$ cat src/rtl/multiword_rca_seq_pkg.sv
// Shared definitions for the multi-word ripple-carry adder controller:
// word width, controller state encoding and counter sizing.
package multiword_rca_seq_pkg;

  localparam int WORD_W = 3;

  typedef enum logic [1:0] {
    IDLE  = 2'd0,
    RUN   = 2'd1,
    DRAIN = 2'd2
  } state_t;

  function automatic int cnt_width(input int num_words);
    return $clog2(num_words);
  endfunction

endpackage

$ cat src/rtl/multiword_rca_seq_if.sv
// Operand/sum stream bundle between a word source/sink (master) and the
// multi-word adder controller (slave).
interface multiword_rca_seq_if;
  import multiword_rca_seq_pkg::*;

  // Both streams use valid/ready: a word moves on a rising edge where valid
  // and ready are both high; valid never waits on ready, and the payload is
  // held stable while valid is high and ready is low.
  logic              start;
  logic              c_in;
  logic              in_valid;
  logic              in_ready;
  logic [WORD_W-1:0] a_word;
  logic [WORD_W-1:0] b_word;
  logic              out_valid;
  logic              out_ready;
  logic [WORD_W-1:0] sum_word;
  logic              out_last;
  logic              c_out_final;
  logic              busy;
  logic              done;

  modport master (
    output start, c_in, in_valid, a_word, b_word, out_ready,
    input  in_ready, out_valid, sum_word, out_last, c_out_final, busy, done
  );

  modport slave (
    input  start, c_in, in_valid, a_word, b_word, out_ready,
    output in_ready, out_valid, sum_word, out_last, c_out_final, busy, done
  );

endinterface

$ cat src/rtl/multiword_rca_seq_rca.sv
// 3-bit ripple-carry adder: bitwise full adders chained from c_in to c_out.
module ripple_carry_adder
  import multiword_rca_seq_pkg::*;
(
  input  logic              c_in,
  input  logic [WORD_W-1:0] a,
  input  logic [WORD_W-1:0] b,
  output logic [WORD_W-1:0] sum,
  output logic              c_out
);

  logic [WORD_W:0] c;

  assign c[0] = c_in;

  for (genvar i = 0; i < WORD_W; i++) begin : g_fa
    assign sum[i]   = a[i] ^ b[i] ^ c[i];
    assign c[i+1]   = (a[i] & b[i]) | (c[i] & (a[i] ^ b[i]));
  end

  assign c_out = c[WORD_W];

endmodule

$ cat src/rtl/multiword_rca_seq.sv
// Streams NUM_WORDS little-endian 3-bit word pairs through one ripple-carry
// adder, carrying between words, into a one-entry registered sum output.
module multiword_rca_seq
  import multiword_rca_seq_pkg::*;
#(
  parameter int NUM_WORDS = 4
) (
  input  logic                clk,
  input  logic                rst_n,
  multiword_rca_seq_if.slave  bus,
  output state_t              dbg_state
);

  localparam int              CNT_W    = cnt_width(NUM_WORDS);
  localparam logic [CNT_W-1:0] LAST_IDX = CNT_W'(NUM_WORDS - 1);

  state_t            state, state_nxt;
  logic              carry_q;
  logic [CNT_W-1:0]  cnt_q;
  logic [WORD_W-1:0] sum_q;
  logic              out_valid_q, out_last_q, c_out_final_q, done_q;

  logic [WORD_W-1:0] add_sum;
  logic              add_c;
  logic              in_ready, in_hs, out_hs, last_word, start_acc, done_nxt;

  ripple_carry_adder u_adder (
    .c_in  (carry_q),
    .a     (bus.a_word),
    .b     (bus.b_word),
    .sum   (add_sum),
    .c_out (add_c)
  );

  assign last_word = (cnt_q == LAST_IDX);

  always_comb begin
    state_nxt = state;
    in_ready  = 1'b0;
    start_acc = 1'b0;
    done_nxt  = 1'b0;
    case (state)
      IDLE: begin
        if (bus.start) begin
          start_acc = 1'b1;
          state_nxt = RUN;
        end
      end
      RUN: begin
        // Accept a new pair only if the output slot is free or emptying now.
        in_ready = !out_valid_q || bus.out_ready;
        if (bus.in_valid && in_ready && last_word) state_nxt = DRAIN;
      end
      DRAIN: begin
        if (out_valid_q && bus.out_ready && out_last_q) begin
          done_nxt  = 1'b1;
          state_nxt = IDLE;
        end
      end
      default: state_nxt = IDLE;
    endcase
  end

  assign in_hs  = bus.in_valid && in_ready;
  assign out_hs = out_valid_q && bus.out_ready;

  always_ff @(posedge clk or negedge rst_n) begin
    if (!rst_n) state <= IDLE;
    else        state <= state_nxt;
  end

  always_ff @(posedge clk or negedge rst_n) begin
    if (!rst_n) begin
      carry_q       <= 1'b0;
      cnt_q         <= '0;
      sum_q         <= '0;
      out_valid_q   <= 1'b0;
      out_last_q    <= 1'b0;
      c_out_final_q <= 1'b0;
      done_q        <= 1'b0;
    end else begin
      done_q <= done_nxt;
      if (start_acc) begin
        carry_q <= bus.c_in;
        cnt_q   <= '0;
      end else if (in_hs) begin
        carry_q <= add_c;
        cnt_q   <= cnt_q + 1'b1;
      end
      // A new word takes priority: simultaneous in/out handshakes reload.
      if (in_hs) begin
        sum_q       <= add_sum;
        out_valid_q <= 1'b1;
        out_last_q  <= last_word;
        if (last_word) c_out_final_q <= add_c;
      end else if (out_hs) begin
        out_valid_q <= 1'b0;
        out_last_q  <= 1'b0;
      end
    end
  end

  assign bus.in_ready    = in_ready;
  assign bus.out_valid   = out_valid_q;
  assign bus.sum_word    = sum_q;
  assign bus.out_last    = out_last_q;
  assign bus.c_out_final = c_out_final_q;
  assign bus.busy        = (state != IDLE);
  assign bus.done        = done_q;
  assign dbg_state       = state;

endmodule

$ cat src/flat_wrapper.sv
// flat-port wrapper written by rule: the top's interface ports become plain ports
module multiword_rca_seq_flat import multiword_rca_seq_pkg::*;
#(
  parameter int NUM_WORDS = 4
)
  (clk, rst_n, dbg_state, bus_start, bus_c_in, bus_in_valid, bus_a_word, bus_b_word, bus_out_ready, bus_in_ready, bus_out_valid, bus_sum_word, bus_out_last, bus_c_out_final, bus_busy, bus_done);
  multiword_rca_seq_if bus_i ();
  input  logic clk;
  input  logic rst_n;
  output state_t dbg_state;
  input wire logic [$bits(bus_i.start)-1:0] bus_start;
  input wire logic [$bits(bus_i.c_in)-1:0] bus_c_in;
  input wire logic [$bits(bus_i.in_valid)-1:0] bus_in_valid;
  input wire logic [$bits(bus_i.a_word)-1:0] bus_a_word;
  input wire logic [$bits(bus_i.b_word)-1:0] bus_b_word;
  input wire logic [$bits(bus_i.out_ready)-1:0] bus_out_ready;
  output wire logic [$bits(bus_i.in_ready)-1:0] bus_in_ready;
  output wire logic [$bits(bus_i.out_valid)-1:0] bus_out_valid;
  output wire logic [$bits(bus_i.sum_word)-1:0] bus_sum_word;
  output wire logic [$bits(bus_i.out_last)-1:0] bus_out_last;
  output wire logic [$bits(bus_i.c_out_final)-1:0] bus_c_out_final;
  output wire logic [$bits(bus_i.busy)-1:0] bus_busy;
  output wire logic [$bits(bus_i.done)-1:0] bus_done;
  assign bus_i.start = bus_start;
  assign bus_i.c_in = bus_c_in;
  assign bus_i.in_valid = bus_in_valid;
  assign bus_i.a_word = bus_a_word;
  assign bus_i.b_word = bus_b_word;
  assign bus_i.out_ready = bus_out_ready;
  assign bus_in_ready = bus_i.in_ready;
  assign bus_out_valid = bus_i.out_valid;
  assign bus_sum_word = bus_i.sum_word;
  assign bus_out_last = bus_i.out_last;
  assign bus_c_out_final = bus_i.c_out_final;
  assign bus_busy = bus_i.busy;
  assign bus_done = bus_i.done;
  multiword_rca_seq #(.NUM_WORDS(NUM_WORDS)) u_core (.clk(clk), .rst_n(rst_n), .bus(bus_i), .dbg_state(dbg_state));
endmodule
$ cat config.mk
export PLATFORM = sky130hd
export DESIGN_NAME = multiword_rca_seq_flat
export DESIGN_NICKNAME = d
export VERILOG_FILES = /design/src/rtl/multiword_rca_seq_pkg.sv /design/src/rtl/multiword_rca_seq_if.sv /design/src/rtl/multiword_rca_seq_rca.sv /design/src/rtl/multiword_rca_seq.sv /design/src/flat_wrapper.sv
export SDC_FILE = /design/constraint.sdc
export NUM_CORES = 1
export LEC_CHECK = 0
export CAP_MARGIN = 15
export CELL_PAD_IN_SITES_DETAIL_PLACEMENT = 0
export CELL_PAD_IN_SITES_GLOBAL_PLACEMENT = 1
export CORE_UTILIZATION = 37
export CTS_BUF_LIST = sky130_fd_sc_hd__clkbuf_8
export CTS_CLUSTER_SIZE = 16
export DETAILED_ROUTE_END_ITERATION = 10
export HOLD_SLACK_MARGIN = 0.15
export PLACE_DENSITY_LB_ADDON = 0.08
export SLEW_MARGIN = 10
export SYNTH_ARGS = -nofsm -noshare
export SYNTH_HDL_FRONTEND = slang
export SYNTH_HIERARCHICAL = 1
export SYNTH_SLANG_ARGS = --single-unit
$ cat constraint.sdc
create_clock -name clk -period 5.1 [get_ports clk]
set_clock_uncertainty 0.1 [all_clocks]
set_input_delay 0.765 -clock clk [delete_from_list [all_inputs] [get_ports clk]]
set_output_delay 0.765 -clock clk [all_outputs]
set_load 0.05 [all_outputs]
==> flow_metrics.env, run 1 <==
export IMPL_status="finished with violations"
export IMPL_violations="DRC"
export IMPL_ctsHoldBuffers=0
export IMPL_rsz0062_at_grt="no"
export IMPL_syn_nets=73
export IMPL_final_common_cell="clkdlybuf4s50_1"
export IMPL_grt_pass1_vias=427
export IMPL_whs_ns=0.383
export IMPL_slew_headroom=0.622
export IMPL_post_dp_hpwl_um=838
export IMPL_period_share=0.616
export IMPL_drv_cap=0
export IMPL_cp_arrival_ns=2.28
export IMPL_synth_area_leaders="dfrtp_1 47%, fa_1 9.4%, mux2_2 8.8%"
export IMPL_ys_warn_count=6
export IMPL_synth_cells=57
export IMPL_max_vdd_ir_drop_uv=303
export IMPL_cpPeakStageDelay_ns=0.80
export IMPL_start_util=0.409
export IMPL_crit_chain="clkdlybuf4s50_1 > nor2b_2 > nor2_1 > clkdlybuf4s50_1"
export IMPL_syn_cell_area_um2=638
export IMPL_antenna_found_initial=0
export IMPL_cts_buffers=3
export IMPL_cts_tree="yes"
export IMPL_htreeDepth=1
export IMPL_io_pins=23
export IMPL_cp_depth=4
export IMPL_hold_viol=0
export IMPL_post_route_cell_area_um2=908
export IMPL_reg2reg_depth=8
export IMPL_vias=464
export IMPL_totalWireLength_mm=1.11
export IMPL_required_ns=4.24
export IMPL_placed_cells=94
export IMPL_clk_latency_ns=0.23
export IMPL_start_kind="primary input"
export IMPL_fillCellCount=138
export IMPL_die_x_um=43.5
export IMPL_power_mw=0.563
export IMPL_postRouteAntennaNets=0
export IMPL_finalSetupViolCount=0
export IMPL_synth_cell_type_count=22
export IMPL_cellPowerDensity_nw_per_um2=619
export IMPL_slew_viol_final=0
export IMPL_cp_num_buf_inv=2
export IMPL_min_path_cells=1
export IMPL_crit_type="primary input to output port"
export IMPL_cts_setup_buffers=0
export IMPL_cts_root_buf="clkbuf_8"
export IMPL_overflow=0
export IMPL_place_congestion=0.723
export IMPL_hold_class="flip-flop to flip-flop"
export IMPL_ys_ff_latch=12
export IMPL_pre_cts_slack_ns=1.95
export IMPL_drt_initial_drc_count=9
export IMPL_setup_tns_final_ns=0
export IMPL_cts_sink_count=12
export IMPL_cts_resized_gates=0
export IMPL_syn_area_per_cell_um2=11.2
export IMPL_grt_max_degree=13
export IMPL_period_minus_slack_ns=3.14
export IMPL_nNetsFinal=99
export IMPL_setup_slack_ns=1.96
export IMPL_grt_use_total=0.141
export IMPL_drcViolationCount=6
export IMPL_crit_fanout=6
export IMPL_drive_above_1_share=0.160
export IMPL_synth_top_area_share=0.471
export IMPL_tightestPinTransition_ns=0.566
export IMPL_fmax_ghz=0.318
export IMPL_avgRoutedWirePerCell_um=11.5
export IMPL_yosysTopAreaCell="dfrtp_1"
export IMPL_first_pass_iters=7
export IMPL_clk_pin_slew_ns=0.05
export IMPL_worst_setup_path_end_kind="output port"
export IMPL_seq_area_frac_synth=0.471
export IMPL_cp_top_family="buffers and inverters"
export IMPL_grt_first_pass_wirelength_mm=1.90
export IMPL_insertedDiodeCount=0
export IMPL_postLayoutCoreUtil=0.583
export IMPL_via_per_inst=4.78
export IMPL_cp_common_cell="clkdlybuf4s50_1"
export IMPL_port_buffers=22
export IMPL_cts_max_path_buffers=2
export IMPL_power_leakage_nw=0.429
export IMPL_syn2layout_area_growth_pct=42.4
export IMPL_core_area_um2=1560
export IMPL_die_y_um=43.5
export IMPL_instances_no_fill=97
export IMPL_die_area_um2=1890
export IMPL_placedInstanceArea_um2=867
export IMPL_slowest_stage="clkdlybuf4s50_1"
export IMPL_rows=14
export IMPL_final_cell_mix="22 x clkdlybuf4s50_1, 12 x dfrtp_1, 11 x inv_1"
Yosys cell counts, drive strengths merged:
library cell	count
dfrtp	12
inv	11
mux2	5
fa	3
nand2	3
nor2	3
nor2b	3
a31o	2
nand2b	2
nor3	2
nor3b	2
a211oi	1
a221o	1
buf	1
ha	1
mux2i	1
nand3	1
or2	1
or2b	1
or3b	1
power by group:
part,total (mW),internal (mW),switching [mW]
combinational,0.320,0.127,0.192
sequential,0.164,0.136,0.0275
clock,0.0795,0.0514,0.0280
total,0.563,0.315,0.248
flip-flops by register name, summed over array words and instances, names as in the netlist:
signal                  cells
u_core/bus.c_out_final      1
u_core/bus.done             1
u_core/bus.out_last         1
u_core/bus.out_valid        1
u_core/bus.sum_word         3
u_core/carry_q              1
u_core/cnt_q                2
u_core/dbg_state            2
metal layers:
metal  up-vias  track usage  share of wire
met2        20        0.203           0.43
met1       212        0.191           0.48
met4         0       0.0375              0
met3         0       0.0667          0.087
met5         -            0              0
li1        232            -              -
path summary, 6_finish.rpt:
path | start | endpoint | slack [ns]
setup / recovery | bus_out_ready | bus_in_ready | 1.96
hold / removal | u_core/cnt_q[0] | u_core/cnt_q[0] | 0.38
setup reg to reg | u_core/carry_q | u_core/bus.sum_word[2] | 3.13
hold reg to reg | u_core/cnt_q[0] | u_core/cnt_q[0] | 0.38
max in group asynchronous | rst_n | u_core/bus.sum_word[1] | 3.73
min in group asynchronous | rst_n | u_core/dbg_state[1] | 0.80
area by class of cell:
class	instances	area [um^2]	area share
Inverter	11	41.3	0.0455
Multi-Input combinational cell	33	285	0.314
Sequential cell	12	300	0.331
Clock buffer	3	41.3	0.0455
Timing Repair Buffer	22	220	0.242
Tap cell	16	20.0	0.0220
logic make-up (layout without fill, tap and decap cells):
| logic type | Yosys count | in the layout | synth area share |
|---|---|---|---|
| AO/OA/AOI/OAI | 4 | 4 | 0.0549 |
| buffers and inverters | 12 | 36 | 0.0824 |
| multiplexers | 6 | 6 | 0.104 |
| adder cells (fa/ha/maj) | 4 | 4 | 0.114 |
| flip-flops | 12 | 12 | 0.471 |
| AND/OR/NAND/NOR | 19 | 19 | 0.175 |
Note: power is estimated with default switching activity, not from simulation.
==> inputs of run 2 (changes only) <==
CORE_UTILIZATION = 34   (was 37)
clock period = 3.15 ns   (was 5.1 ns; I/O delays follow)
==> run 2 against run 1 <==
Net effect: largest power group unchanged; final area is 2.8% higher; flip-flop and latch count stayed put; the run now ends clean; count of clock-buffer cells in the layout is 1 higher; cell count is 10% higher; largest cell class unchanged; global-route usage hardly changed.
==> flow_metrics.env, run 2 (synthesized netlist as in run 1, its figures left out) <==
export IMPL_core_area_um2=1750
export IMPL_top_layer_used="met4"
export IMPL_cts_tree="yes"
export IMPL_whs_ns=0.379
export IMPL_place_congestion=0.694
export IMPL_slowest_stage="clkdlybuf4s50_1"
export IMPL_antenna_found_initial=0
export IMPL_grt_first_pass_wirelength_mm=1.90
export IMPL_period_minus_slack_ns=2.56
export IMPL_start_kind="primary input"
export IMPL_crit_chain="clkdlybuf4s50_1 > nor2b_2 > nor2_1 > clkdlybuf4s50_1"
export IMPL_cp_arrival_ns=1.99
export IMPL_start_util=0.366
export IMPL_cts_resized_gates=0
export IMPL_avgRoutedWirePerCell_um=10.3
export IMPL_setup_slack_ns=0.587
export IMPL_die_x_um=45.3
export IMPL_port_buffers=22
export IMPL_cellPowerDensity_nw_per_um2=1010
export IMPL_clk_pin_slew_ns=0.05
export IMPL_grt_max_degree=13
export IMPL_placed_cells=103
export IMPL_htreeDepth=1
export IMPL_wl_met2_um=539
export IMPL_via_per_inst=4.36
export IMPL_post_dp_hpwl_um=856
export IMPL_die_area_um2=2050
export IMPL_cpPeakStageDelay_ns=0.80
export IMPL_slew_headroom=0.645
export IMPL_required_ns=2.58
export IMPL_cp_num_buf_inv=2
export IMPL_drive_above_1_share=0.171
export IMPL_status="completed"
export IMPL_cts_buffers=3
export IMPL_fmax_ghz=0.390
export IMPL_power_leakage_nw=0.436
export IMPL_slew_viol_final=0
export IMPL_nNetsFinal=99
export IMPL_route_met3_wl_um=71
export IMPL_insertedDiodeCount=0
export IMPL_rows=15
export IMPL_drv_cap=0
export IMPL_rsz0062_at_grt="no"
export IMPL_period_share=0.813
export IMPL_drcViolationCount=0
export IMPL_cts_root_buf="clkbuf_8"
export IMPL_die_y_um=45.3
export IMPL_clk_latency_ns=0.24
export IMPL_postLayoutCoreUtil=0.535
export IMPL_reg2reg_depth=8
export IMPL_hold_viol=0
export IMPL_crit_fanout=6
export IMPL_grt_pass1_vias=464
export IMPL_final_cell_mix="22 x clkdlybuf4s50_1, 12 x dfrtp_1, 11 x inv_1"
export IMPL_cts_setup_buffers=0
export IMPL_setup_tns_final_ns=0
export IMPL_final_common_cell="clkdlybuf4s50_1"
export IMPL_grt_use_total=0.141
export IMPL_cts_max_path_buffers=2
export IMPL_ctsHoldBuffers=0
export IMPL_syn2layout_area_growth_pct=46.3
export IMPL_max_vdd_ir_drop_uv=524
export IMPL_power_mw=0.941
export IMPL_io_pins=23
export IMPL_cp_top_family="buffers and inverters"
export IMPL_pre_cts_slack_ns=0.503
export IMPL_tightestPinTransition_ns=0.532
export IMPL_first_pass_iters=2
export IMPL_min_path_cells=1
export IMPL_hold_class="flip-flop to flip-flop"
export IMPL_cp_depth=4
export IMPL_crit_type="primary input to output port"
export IMPL_placedInstanceArea_um2=878
export IMPL_largest_register_ffs=3
export IMPL_cts_sink_count=12
export IMPL_vias=467
export IMPL_wl_met1_um=472
export IMPL_postRouteAntennaNets=0
export IMPL_post_route_cell_area_um2=933
export IMPL_drt_initial_drc_count=2
export IMPL_worst_setup_path_end_kind="output port"
export IMPL_instances_no_fill=107
export IMPL_totalWireLength_mm=1.11
export IMPL_cp_common_cell="clkdlybuf4s50_1"
export IMPL_overflow=0
export IMPL_finalSetupViolCount=0
-- run 2: path summary, 6_finish.rpt --
kind | slack (ns) | endpoint | from
setup / recovery | 0.59 | bus_in_ready | bus_out_ready
hold / removal | 0.38 | u_core/cnt_q[0] | u_core/cnt_q[0]
setup reg to reg | 1.16 | u_core/bus.sum_word[2] | u_core/carry_q
hold reg to reg | 0.38 | u_core/cnt_q[0] | u_core/cnt_q[0]
max in group asynchronous | 2.11 | u_core/carry_q | rst_n
min in group asynchronous | 0.49 | u_core/bus.out_last | rst_n
-- run 2: metal layers --
| metal | global-route usage | vias up |
|---|---|---|
| met5 | 0 | - |
| met4 | 0.0727 | 0 |
| met3 | 0.0720 | 2 |
| met2 | 0.217 | 14 |
| met1 | 0.159 | 218 |
| li1 | - | 233 |
-- run 2: worst register-to-register path: stages (launching register included) --
cell and delay, ns:
dfrtp_1 0.34, inv_1 0.06, fa_1 0.35, inv_1 0.07, fa_1 0.15, inv_1 0.05
fa_1 0.47, inv_1 0.04, mux2_2 0.25
-- run 2: where the power goes --
part,switching [mW],internal [mW],leakage [nW]
Clock,0.0539,0.110,0.0288
Combinational,0.306,0.205,0.261
Sequential,0.0456,0.220,0.147
-- run 2: cell type report --
cell class,instances,area (um^2)
Fill cell,165,812
Sequential cell,12,300
Multi-Input combinational cell,33,285
Timing Repair Buffer,22,220
Clock buffer,4,55.1
Inverter,11,41.3
Tap cell,25,31.3
